==> src/rtl/x86_prefix_fetch.sv <==
// x86_prefix_fetch: front-end prefix/escape/opcode fetch unit.
// Fetches one byte per cycle from a start IP. It absorbs legacy prefixes and
// the 0F escape, captures the opcode byte, and then presents a decoded record
// over a valid/ready handshake.
//
// Ports
//   clock, resetn          clock, synchronous active-low reset
//   locked                 global advance enable (0 freezes everything but reset)
//   start, ip_start, cs_d  decode request, first byte address, CS default size
//   address, rd            registered fetch address and byte read request
//   i_data, i_valid        fetched byte and its qualifier
//   dec_valid, dec_ready   record handshake
//   opcode .. fault        decoded record fields
//   busy                   unit is not idle
//
// state   | meaning
// S_IDLE  | waiting for start
// S_FETCH | reading and classifying bytes
// S_HOLD  | presenting the decoded record
module x86_prefix_fetch #(
    parameter int IPW    = 20,
    parameter int MAXLEN = 15
) (
    input  logic           clock,
    input  logic           resetn,
    input  logic           locked,
    input  logic           start,
    input  logic [IPW-1:0] ip_start,
    input  logic           cs_d,
    output logic [IPW-1:0] address,
    output logic           rd,
    input  logic [7:0]     i_data,
    input  logic           i_valid,
    output logic           dec_valid,
    input  logic           dec_ready,
    output logic [8:0]     opcode,
    output logic           opsize,
    output logic           adsize,
    output logic           lock,
    output logic [1:0]     rep,
    output logic           seg_of,
    output logic [2:0]     seg_id,
    output logic [3:0]     pfx_count,
    output logic [IPW-1:0] ip_next,
    output logic           fault,
    output logic           busy
);

    typedef enum logic [1:0] {
        S_IDLE  = 2'd0,
        S_FETCH = 2'd1,
        S_HOLD  = 2'd2
    } state_t;

    localparam logic [IPW-1:0] IP_ONE    = {{(IPW-1){1'b0}}, 1'b1};
    localparam logic [4:0]     LEN_LIMIT = 5'(MAXLEN);

    state_t         r_state;
    state_t         w_state_nxt;
    logic [IPW-1:0] r_ip;
    logic [3:0]     r_count;
    logic           r_esc;
    logic           r_cs_d;
    logic [8:0]     r_opcode;
    logic           r_opsize;
    logic           r_adsize;
    logic           r_lock;
    logic [1:0]     r_rep;
    logic           r_seg_of;
    logic [2:0]     r_seg_id;
    logic [3:0]     r_pfx_count;
    logic           r_fault;

    logic           w_accept;
    logic           w_start_go;
    logic           w_is_seg;
    logic           w_is_fsgs;
    logic           w_is_pfx;
    logic           w_is_esc;
    logic           w_limit;
    logic [4:0]     w_count_inc;

    always_comb begin
        w_state_nxt = r_state;
        w_accept    = 1'b0;
        w_start_go  = 1'b0;
        w_is_seg    = (i_data == 8'h26) || (i_data == 8'h2E) ||
                      (i_data == 8'h36) || (i_data == 8'h3E);
        w_is_fsgs   = (i_data == 8'h64) || (i_data == 8'h65);
        w_is_pfx    = w_is_seg || w_is_fsgs ||
                      (i_data == 8'h66) || (i_data == 8'h67) ||
                      (i_data == 8'hF0) || (i_data == 8'hF2) || (i_data == 8'hF3);
        w_is_esc    = (i_data == 8'h0F);
        w_count_inc = {1'b0, r_count} + 5'd1;
        // Once the escape is seen the next byte is always the opcode, so the
        // length limit only applies to prefix and 0F bytes.
        w_limit     = !r_esc && (w_is_pfx || w_is_esc) && (w_count_inc == LEN_LIMIT);

        case (r_state)
            S_IDLE: begin
                if (locked && start) begin
                    w_start_go  = 1'b1;
                    w_state_nxt = S_FETCH;
                end
            end
            S_FETCH: begin
                w_accept = i_valid && locked;
                if (w_accept && (r_esc || !(w_is_pfx || w_is_esc) || w_limit)) begin
                    w_state_nxt = S_HOLD;
                end
            end
            S_HOLD: begin
                if (dec_ready && locked) begin
                    if (start) begin
                        w_start_go  = 1'b1;
                        w_state_nxt = S_FETCH;
                    end else begin
                        w_state_nxt = S_IDLE;
                    end
                end
            end
            default: w_state_nxt = S_IDLE;
        endcase

        rd        = (r_state == S_FETCH);
        dec_valid = (r_state == S_HOLD);
        busy      = (r_state != S_IDLE);
    end

    always_ff @(posedge clock) begin
        if (!resetn) begin
            r_state <= S_IDLE;
        end else begin
            r_state <= w_state_nxt;
        end
    end

    always_ff @(posedge clock) begin
        if (!resetn) begin
            r_ip        <= '0;
            r_count     <= '0;
            r_esc       <= 1'b0;
            r_cs_d      <= 1'b0;
            r_opcode    <= '0;
            r_opsize    <= 1'b0;
            r_adsize    <= 1'b0;
            r_lock      <= 1'b0;
            r_rep       <= '0;
            r_seg_of    <= 1'b0;
            r_seg_id    <= '0;
            r_pfx_count <= '0;
            r_fault     <= 1'b0;
        end else if (w_start_go) begin
            r_ip        <= ip_start;
            r_count     <= '0;
            r_esc       <= 1'b0;
            r_cs_d      <= cs_d;
            r_opcode    <= '0;
            r_opsize    <= cs_d;
            r_adsize    <= cs_d;
            r_lock      <= 1'b0;
            r_rep       <= '0;
            r_seg_of    <= 1'b0;
            r_seg_id    <= '0;
            r_pfx_count <= '0;
            r_fault     <= 1'b0;
        end else if (w_accept) begin
            r_ip    <= r_ip + IP_ONE;
            r_count <= w_count_inc[3:0];
            if (r_esc) begin
                r_opcode <= {1'b1, i_data};
            end else begin
                if (w_is_esc) begin
                    r_esc       <= 1'b1;
                    r_opcode[8] <= 1'b1;
                end
                if (w_is_seg) begin
                    r_seg_of <= 1'b1;
                    r_seg_id <= {1'b0, i_data[4:3]};
                end
                if (w_is_fsgs) begin
                    r_seg_of <= 1'b1;
                    r_seg_id <= {2'b10, i_data[0]};
                end
                // Size overrides flip relative to the CS default, so repeats are harmless.
                if (i_data == 8'h66) r_opsize <= ~r_cs_d;
                if (i_data == 8'h67) r_adsize <= ~r_cs_d;
                if (i_data == 8'hF0) r_lock   <= 1'b1;
                if ((i_data == 8'hF2) || (i_data == 8'hF3)) r_rep <= {1'b1, i_data[0]};
                if (w_is_pfx && (r_pfx_count != 4'hF)) r_pfx_count <= r_pfx_count + 4'd1;
                if (!w_is_pfx && !w_is_esc) r_opcode[7:0] <= i_data;
                if (w_limit) r_fault <= 1'b1;
            end
        end
    end

    assign address   = r_ip;
    assign ip_next   = r_ip;
    assign opcode    = r_opcode;
    assign opsize    = r_opsize;
    assign adsize    = r_adsize;
    assign lock      = r_lock;
    assign rep       = r_rep;
    assign seg_of    = r_seg_of;
    assign seg_id    = r_seg_id;
    assign pfx_count = r_pfx_count;
    assign fault     = r_fault;

endmodule
==> config.mk <==
export PLATFORM = sky130hd
export DESIGN_NAME = x86_prefix_fetch
export DESIGN_NICKNAME = d
export VERILOG_FILES = /design/src/rtl/x86_prefix_fetch.sv
export SDC_FILE = /design/constraint.sdc
export NUM_CORES = 1
export LEC_CHECK = 0
export CORE_ASPECT_RATIO = 1.2
export CORE_MARGIN = 2
export CORE_UTILIZATION = 40
export DETAILED_ROUTE_END_ITERATION = 8
export GPL_TIMING_DRIVEN = 0
export PLACE_DENSITY = 0.76
export SETUP_SLACK_MARGIN = 0.4
export SYNTH_ARGS = -nofsm -noshare
export SYNTH_HDL_FRONTEND = slang
export SYNTH_SLANG_ARGS = --single-unit
==> constraint.sdc <==
create_clock -name clock -period 1.4 [get_ports clock]
set_input_delay 0.21 -clock clock [delete_from_list [all_inputs] [get_ports clock]]
set_output_delay 0.21 -clock clock [all_outputs]
set_load 0.01 [all_outputs]
==> summary.md, run 1 <==
| Metric | Value |
|---|---|
| Final wirelength | `11980 um` |
| Failing checks | `setup timing` |
| Via count | `3396` |
| Register area share after synthesis | `0.3811` |
| CP Class | `flop to flop` |
| Synth Warn # | `0` |
| #FFs+latches synth | `51` |
| Worst setup margin | `-0.3050 ns` |
| P&R area growth vs syn | `105.6%` |
| Final Slew Violations | `0` |
| RePlAce Congestion | `0.8496` |
| Max-cap viol count | `0` |
| Root Buffer Master | `clkbuf_8` |
| Largest fanout on the critical path | `5` |
| Number of global-route vias before repair | `3254` |
| CTS Buffer Depth | `2` |
| Final hold violation count | `0` |
| Max rail drop VDD | `between 0.4 and 0.5 mV` |
| Crit. End Element | `flop` |
| # placed instances | `504` |
| Clk_lat worst skew | `0.31 ns` |
| Residual DRC count | `0` |
| Overflow left after global routing | `0` |
| Slew at the pin closest to its max-slew limit | `0.6483 ns` |
| Die footprint | `0.007370 mm2` |
| Synth Net Count | `360` |
| # diodes | `0` |
| DIE WIDTH | `78.71 um` |
| Pre-CTS WS | `-0.7737 ns` |
| Tcrit/Tclk final | `1.218` |
| Grt peak-use layer | `met2` |
| Asr flop ratio synth | `0` |
| Slew HR | `0.5671` |
| Largest net degree at the start of global routing | `16` |
| Mapped Cells | `321` |
| Routed len/inst | `19.84 um` |
| M2 GR Usage | `0.5242` |
| Fillers | `306` |
| First-pass GRT wire length | `16100 um` |
| Sink Count | `between 50 and 60` |
| DRT iter0 DRCs | `around 180` |
| Layout cells sized above 1 | `0.6474` |
| Clock skew | `0.01409 ns` |
| Vias per std cell | `5.623` |
| Initial Util | `0.4156` |
| Met3 Use GR | `0.05985` |
| Status | `finished with violations` |
| Row count | `32` |
| CTS tree | `built` |
| Final setup fails | `52` |
| Avg Cell Area, Syn | `8.345 um2` |
| Total Power | `3.600 mW` |
| PwrDens | `between 600 and 700 mW/mm2` |
| Final Non-Filler Cells | `604` |
| Final Util | `0.8542` |
| Post-synth EDFFs | `0` |
| Crit path launch type | `flop` |
| Hold Path Class | `primary input to flop` |
| Crit path DAT | `roughly 1.9 ns` |
| Yosys cell types | `47` |
| Total iterations of the first detailed-routing run | `4` |
| Detail Route Antenna Nets | `0` |
| Grt met1 use | `0.2936` |
| Num ports | `101` |
| Total GRT Usage | `0.2766` |
| Worst path required time | `between 1.5 and 2 ns` |
| Cell Area, Placed | `0.004003 mm2` |
| Antenna violations before repair | `0` |
| Crit path time final | `1.705 ns` |
| CTS buffer count | `5` |
| Core Region | `0.006446 mm2` |
| Worst-path clk slew | `~0.10 ns` |
| Nets | `557` |
| Synthesized area | `0.002679 mm2` |
| Die Y | `93.65 um` |
| Design area | `0.005507 mm2` |
| H-Tree Depth | `2` |
| FMAX | `586.5 MHz` |
| RSZ-0062 raised after global routing | `true` |
| Leakage | `2.295 nW` |
| IO buf count | `98` |
| Commonest register cell after synthesis | `dfxtp_1` |
| DP Wirelength | `around 5500 um` |
[cells in the mapped netlist, types with 3 or more instances]
master	instances	area, um2
nand2_1	19	71.32
dfxtp_1	51	1021
buf_2	9	45.04
and3_1	6	37.54
clkbuf_1	9	33.78
a21oi_1	29	145.1
nand2b_1	3	18.77
nand3_1	25	125.1
buf_4	20	150.1
mux2i_1	5	50.05
a211oi_1	6	45.04
xor2_1	14	122.6
o21ai_0	24	120.1
nor2_1	31	116.4
nor3_1	6	30.03
inv_1	6	22.52
xnor2_1	9	78.83
nand4_1	6	37.54
and4_1	6	52.55
nor2b_1	3	18.77
ha_1	4	50.05
[power by group]
part	internal [mW]	switching (mW)
logic	0.691	0.484
registers	1.50	0.0507
clock network	0.353	0.526
[layer usage]
layer / vias to the layer above / wire (um)
met5: - / 0
met4: 0 / 594
met3: 56 / 812
met2: 179 / 6400
met1: 1647 / 4175
li1: 1514 / -
[state kept, by name, summed over array words and instances, names as in the netlist]
register / cells
r_count: 4
lock: 1
fault: 1
r_state: 2
rep: 2
seg_of: 1
r_esc: 1
adsize: 1
seg_id: 3
opcode: 9
address: 20
r_cs_d: 1
opsize: 1
pfx_count: 4
[stage by stage]
stage	hold WS, ns	TNS, ns
3_3_place_gp	0.4413	-28.95
4_1_cts	0.1764	-5.438
5_1_grt	0.1945	-12.93
2_1_floorplan	0.3291	-0.4550
3_5_place_dp	0.4456	-30.92
6_report	0.1876	-11.24
[cells by family (layout without fill, tap and decap cells)]
group | count (synthesis) | count (layout) | share of synthesized area
adder cells (fa/ha/maj) | 4 | 4 | 0.01868
AO/OA/AOI/OAI | 73 | 73 | 0.1705
AND/OR/NAND/NOR | 121 | 121 | 0.2419
XOR/XNOR | 23 | 23 | 0.07520
flip-flops | 51 | 51 | 0.3811
buffers and inverters | 44 | 242 | 0.09388
multiplexers | 5 | 5 | 0.01868
[worst max-delay path: stages, from the launching register on]
cell and delay (ns):
dfxtp_2 0.32, buf_6 0.11, and4b_2 0.27, and4_1 0.17, buf_6 0.13, buf_6 0.11, buf_4 0.13, nand3_2 0.07
xor2_1 0.20, a21oi_1 0.09
[placed cells by master (no fill, tap or decap), types with 5 or more instances in the layout]
master	n
a21oi_1	14
a21oi_2	15
and3_1	5
and4_1	5
buf_2	18
buf_4	44
buf_6	115
buf_8	7
clkbuf_16	5
clkbuf_8	6
clkdlybuf4s50_1	22
dfxtp_2	33
dfxtp_4	14
inv_1	6
mux2i_1	5
nand2_1	12
nand2_2	6
nand3_1	17
nand3_2	8
nand4_1	6
nor2_1	19
nor2_2	8
o21ai_0	6
o21ai_1	13
xnor2_1	8
xor2_1	14
[worst paths after layout]
kind / from / end / slack, ns / cells past startpoint
worst min register to register: opcode[8] / opcode[8] / 0.45 / 2
worst min-delay path: i_data[5] / opcode[5] / 0.19 / 3
worst max register to register: r_state[0] / address[13] / -0.30 / 9
worst max-delay path: r_state[0] / address[13] / -0.30 / 9
[timing repair]
action	CTS	global route
endpoints found under the setup margin	117	105
gates cloned	4	2
setup buffers	68	18
hold buffers	0	0
pin swaps	33	20
gates resized for setup	459	78
[layout make-up]
cell class | instances | area (um2) | area share
tap | 85 | 106.4 | 0.01931
clock inverter | 2 | 11.26 | 0.002045
sequential | 51 | 1115 | 0.2025
timing repair buffer | 190 | 1888 | 0.3429
multi-input combinational | 226 | 1803 | 0.3274
inverter | 6 | 22.52 | 0.004090
clock buffer | 6 | 72.57 | 0.01318
buffer | 38 | 488.0 | 0.08862
Note: power is estimated with default switching activity, not from simulation.
==> inputs of run 2 (changes only) <==
--- a/config.mk
+++ b/config.mk
@@ -8,9 +8,10 @@
 export CORE_ASPECT_RATIO = 1.2
 export CORE_MARGIN = 2
 export CORE_UTILIZATION = 40
+export CTS_CLUSTER_SIZE = 25
 export DETAILED_ROUTE_END_ITERATION = 8
 export GPL_TIMING_DRIVEN = 0
-export PLACE_DENSITY = 0.76
+export PLACE_DENSITY = 0.77
 export SETUP_SLACK_MARGIN = 0.4
 export SYNTH_ARGS = -nofsm -noshare
 export SYNTH_HDL_FRONTEND = slang
==> run 2 against run 1 <==
  * The flow still finishes with violations (setup timing)
  * Register-to-register slack got worse by 0.11 ns
  * Clock-buffer cell count increased by 1
  * Sequential share of layout area about the same
  * Clock skew increased by 0.0066 ns
  * Worst setup slack got worse by 0.11 ns
  * Via count increased by 2.0%
  * Core utilization decreased by 0.097 points
  * Largest power group unchanged
==> summary.md, run 2 (synthesis results as in run 1) <==
| Metric | Value |
|---|---|
| Final Slew Violations | `0` |
| Crit path time final | `1.819 ns` |
| CTS tree | `built` |
| Final hold violation count | `0` |
| Root Buffer Master | `clkbuf_8` |
| Hold Path Class | `primary input to flop` |
| M2 GR Usage | `0.5548` |
| Most common cell after layout, fill and taps aside | `buf_6` |
| CP Class | `flop to flop` |
| Crit. End Element | `flop` |
| Clock power frac | `0.261` |
| Clock skew | `0.02068 ns` |
| Die footprint | `around 0.0074 mm2` |
| DIE WIDTH | `78.71 um` |
| Internal Power | `2.567 mW` |
| RSZ-0062 raised after global routing | `true` |
| Routed len/inst | `roughly 21 um` |
| Total iterations of the first detailed-routing run | `5` |
| Sequential share of power | `0.426` |
| Grt met1 use | `0.3281` |
| Sink Count | `51` |
| Row count | `32` |
| Worst R2R Setup Slack | `-0.42 ns` |
| DRT iter0 DRCs | `between 200 and 250` |
| Switching share of total power | `0.2966` |
| CTS Buffer Depth | `2` |
| RePlAce Congestion | `0.8257` |
| Layout cells sized above 1 | `0.6344` |
| Vias per std cell | `5.752` |
| Die Y | `93.65 um` |
| PwrDens | `663.4 mW/mm2` |
| CTS buffer count | `5` |
| Overflow left after global routing | `0` |
| Crit path DAT | `2.05 ns` |
| Largest fanout on the critical path | `7` |
| Core Region | `0.006446 mm2` |
| Total GRT Usage | `0.2969` |
| Total Power | `3.649 mW` |
| Largest net degree at the start of global routing | `16` |
| Comb pwr share | `0.312` |
| Max-cap viol count | `0` |
| Final wirelength | `12600 um` |
| Clk_lat worst skew | `about 0.32 ns` |
| First-pass GRT wire length | `17040 um` |
| P&R area growth vs syn | `105.3%` |
| Tcrit/Tclk final | `1.300` |
| Most frequent cells in the layout | `buf_6, buf_4, dfxtp_2` |
| H-Tree Depth | `2` |
| IO buf count | `98` |
| Worst path max stage delay | `0.34 ns` |
| Number of global-route vias before repair | `3279` |
| Initial Util | `0.4156` |
| Max reg flops | `20` |
| CP bufs+invs | `4` |
| Slew at the pin closest to its max-slew limit | `0.5676 ns` |
| Sw power | `1.082 mW` |
| Met3 Use GR | `0.04633` |
| Worst hold margin | `around 0.17 ns` |
| Detail Route Antenna Nets | `0` |
| Fillers | `290` |
| Crit path max-delay cell type | `dfxtp_2` |
| Slew HR | `0.6216` |
| Grt peak-use layer | `met2` |
| FMAX | `549.7 MHz` |
| Failing checks | `setup timing` |
| # diodes | `0` |
| Antenna violations before repair | `0` |
| Via count | `3463` |
| Nets | `555` |
| Crit path max-delay family | `simple AND/OR/NAND/NOR gates` |
| Worst-path clk slew | `roughly 0.11 ns` |
| Worst setup margin | `-0.4193 ns` |
| Num ports | `101` |
| Crit path launch type | `flop` |
| Status | `finished with violations` |
| Worst path required time | `about 1.6 ns` |
| Max rail drop VDD | `0.6068 mV` |
| Final setup fails | `53` |
| Residual DRC count | `0` |
| DP Wirelength | `5563 um` |
| Leakage | `2.278 nW` |
| Crit path cell chain | `buf_6, and4b_2, and4_4, buf_6, buf_4, buf_4, nand2_2, xor2_1, a21oi_1` |
| Hold Buf Count CTS | `0` |
==> run 2: layout make-up <==
class                   count  area, um2  area share
inverters                   6      22.52    0.004095
flip-flops and latches     51       1115      0.2027
clock inverters             1      8.758    0.001592
well taps                  85      106.4     0.01934
clock buffers               7      86.33     0.01570
repair buffers            188       1896      0.3446
multi-input cells         226       1783      0.3242
plain buffers              38      483.0     0.08781
==> run 2: power groups by stage <==
stage                     Sequential (mW)  Clock, mW  Combinational, mW
after floorplan                      1.61          0              0.294
after global placement               1.60          0              0.634
after detailed placement             1.60          0              0.646
after CTS                            1.54      0.940              0.988
after global routing                 1.56      0.996               1.18
final                                1.56      0.954               1.14
==> run 2: timing repair <==
action / 4_1_cts / 5_1_grt
pin swaps: 29 / 13
endpoints found under the hold margin: 0 / 0
resized for setup: 466 / 69
cloned: 5 / 0
setup buffers: 72 / 13
endpoints found under the setup margin: 117 / 114
==> run 2: worst reg2reg max path: stages (launching register included) <==
cell and delay, ns:
dfxtp_2 0.34, buf_6 0.09, and4b_2 0.30, and4_4 0.27, buf_6 0.13, buf_4 0.11, buf_4 0.10, nand2_2 0.05
xor2_1 0.15, a21oi_1 0.21
==> run 2: path summary, 6_finish.rpt <==
kind / start / endpoint / cells after the start
hold reg to reg: seg_of / seg_of / 2
hold / removal: i_data[6] / opcode[6] / 3
setup reg to reg: r_state[0] / address[7] / 9
setup / recovery: r_state[0] / address[7] / 9
==> run 2: metrics by stage <==
stage | instance area (um2) | setup TNS [ns] | std cells | utilization | worst slack [ns]
after floorplan | 2915 | -0.4550 | 321 | - | -0.1043
after detailed placement | 4003 | -30.18 | 504 | 0.6209 | -0.7296
final | 5500 | -9.309 | 602 | 0.8533 | -0.4193
after global placement | 4003 | -28.46 | 504 | 0.6209 | -0.6959
after CTS | 5144 | -5.454 | 589 | 0.7979 | -0.1895
after global routing | 5500 | -11.45 | 602 | 0.8533 | -0.4706
==> run 2: routing by layer <==
layer  up-vias  routed length, um
met5         -                  0
met2       222               6543
met4         0                654
met1      1664               4448
met3        67                955
li1       1510                  -
==> inputs of run 3 (changes only) <==
--- a/config.mk
+++ b/config.mk
@@ -5,6 +5,7 @@
 export SDC_FILE = /design/constraint.sdc
 export NUM_CORES = 1
 export LEC_CHECK = 0
+export ABC_CLOCK_PERIOD_IN_PS = 1400
 export CORE_ASPECT_RATIO = 1.2
 export CORE_MARGIN = 2
 export CORE_UTILIZATION = 40
@@ -13,6 +14,7 @@
 export GPL_TIMING_DRIVEN = 0
 export PLACE_DENSITY = 0.77
 export SETUP_SLACK_MARGIN = 0.4
+export SKIP_CTS_REPAIR_TIMING = 1
 export SYNTH_ARGS = -nofsm -noshare
 export SYNTH_HDL_FRONTEND = slang
 export SYNTH_SLANG_ARGS = --single-unit
==> run 3 against run 2 <==
  * The run still ends with setup timing left
  * Largest cell class unchanged
  * Clock skew shrank 0.0096 ns
  * Via count shrank 15%
  * Sequential power is essentially flat
  * Power shrank 8.9%
  * Clock-buffer cell count is the same
  * Maximum frequency up 8.5%
  * Core utilization down 10 points
  * Largest power group unchanged
  * Register-to-register slack better by 0.14 ns
  * Critical path type unchanged
==> summary.md, run 3 (synthesis results as in run 1) <==
| Metric | Value |
|---|---|
| Root Buffer Master | `clkbuf_8` |
| Crit path max-delay cell type | `dfxtp_2` |
| Detail Route Antenna Nets | `0` |
| Worst setup margin | `-0.2766 ns` |
| DRT iter0 DRCs | `111` |
| Routed len/inst | `16.66 um` |
| Final setup fails | `52` |
| Clock skew | `~0.011 ns` |
| Worst-path clk slew | `roughly 0.090 ns` |
| Largest fanout on the critical path | `6` |
| First-pass GRT wire length | `approximately 12000 um` |
| Row count | `32` |
| Leakage | `2.024 nW` |
| FF-to-FF End | `address[19]` |
| Max reg flops | `20` |
| DIE WIDTH | `78.71 um` |
| Largest net degree at the start of global routing | `16` |
| Critical path startpoint | `r_state[0]` |
| Worst path required time | `between 1.5 and 2 ns` |
| Max-cap viol count | `0` |
| RePlAce Congestion | `0.8257` |
| Via count | `2952` |
| Total iterations of the first detailed-routing run | `4` |
| Pre-CTS WS | `-0.7296 ns` |
| Worst path max stage delay | `0.33 ns` |
| Final hold violation count | `0` |
| Num ports | `101` |
| IO buf count | `98` |
| CTS tree | `built` |
| Vias per std cell | `5.367` |
| CP Class | `flop to flop` |
| Antenna violations before repair | `0` |
| Most frequent cells in the layout | `buf_6, buf_4, nor2_1` |
| Initial Util | `0.4156` |
| FMAX | `between 500 and 600 MHz` |
| Status | `finished with violations` |
| Tcrit/Tclk final | `1.198` |
| Crit path top cell by count | `buf_6` |
| Nets | `503` |
| Worst setup endpoint | `address[19]` |
| Crit path DAT | `1.92 ns` |
| Most common cell after layout, fill and taps aside | `buf_6` |
| PwrDens | `685.7 mW/mm2` |
| Max rail drop VDD | `0.5586 mV` |
| Crit path max-delay family | `simple AND/OR/NAND/NOR gates` |
| CP bufs+invs | `2` |
| Layout cells sized above 1 | `0.5269` |
| Worst path depth | `8` |
| Total Power | `3.324 mW` |
| Slew at the pin closest to its max-slew limit | `0.4855 ns` |
| Number of global-route vias before repair | `2560` |
| CTS Buffer Depth | `2` |
| Die footprint | `0.007370 mm2` |
| Crit path cell chain | `buf_6, and4b_2, and4_1, buf_6, nand4_1, xnor2_1, nor2_1, nor3_1` |
| CTS buffer count | `5` |
| Residual DRC count | `0` |
| Crit path launch type | `flop` |
| H-Tree Depth | `2` |
| Worst R2R Setup Slack | `-0.28 ns` |
| DP Wirelength | `5563 um` |
| Failing checks | `setup timing` |
| # diodes | `0` |
| Slew HR | `0.6753` |
| Crit path time final | `about 1.7 ns` |
| Final wirelength | `about 9200 um` |
| Total GRT Usage | `0.2027` |
| Crit. End Element | `flop` |
| Hold Path Class | `primary input to flop` |
| R2R depth | `8` |
| Die Y | `93.65 um` |
| P&R area growth vs syn | `80.94%` |
| Overflow left after global routing | `0` |
| Clk_lat worst skew | `0.31 ns` |
| RSZ-0062 raised after global routing | `true` |
| Reg2Reg Launch Point | `r_state[0]` |
| Core Region | `around 0.0064 mm2` |
| Sink Count | `just over 50` |
| Final Slew Violations | `0` |
| Final Util | `0.7519` |
-- run 3: stage by stage --
stage | std cells | hold WS [ns] | instance area, um2 | TNS (ns)
after global routing | 550 | 0.2208 | 4847 | -9.706
final | 550 | 0.1962 | 4847 | -7.041
after CTS | 512 | 0.1855 | 4098 | -20.72
after global placement | 504 | 0.4435 | 4003 | -28.46
after floorplan | 321 | 0.3291 | 2915 | -0.4550
after detailed placement | 504 | 0.4406 | 4003 | -30.18
-- run 3: report_power, final --
group	switching, mW	internal, mW	total [mW]
combinational	0.339	0.506	0.844
sequential	0.0791	1.49	1.56
clock	0.508	0.406	0.915
-- run 3: worst min-delay path by stage --
stage | startpoint | to | slack [ns] | cells after the start
6_report | i_valid | r_state[0] | 0.20 | 2
5_1_grt | i_data[1] | opcode[1] | 0.22 | 3
4_1_cts | i_data[1] | opcode[1] | 0.19 | 3
3_5_place_dp | seg_of | seg_of | 0.44 | 2
3_3_place_gp | opcode[8] | opcode[8] | 0.44 | 2
2_1_floorplan | locked | r_state[0] | 0.33 | 1
-- run 3: final cells by class --
type,count,area [um2]
fillers,436,1599
flip-flops and latches,51,1136
repair buffers,136,1388
multi-input cells,226,1662
clock buffers,7,86.33
inverters,6,22.52
plain buffers,38,437.9
well taps,85,106.4
clock inverters,1,8.758
-- run 3: metal layers --
metal	up-vias	track usage	wire, um
met1	1420	0.2457	3594
met3	20	0.03185	537
met5	-	0	0
li1	1396	-	-
met2	116	0.3590	4802
met4	0	0.07456	228
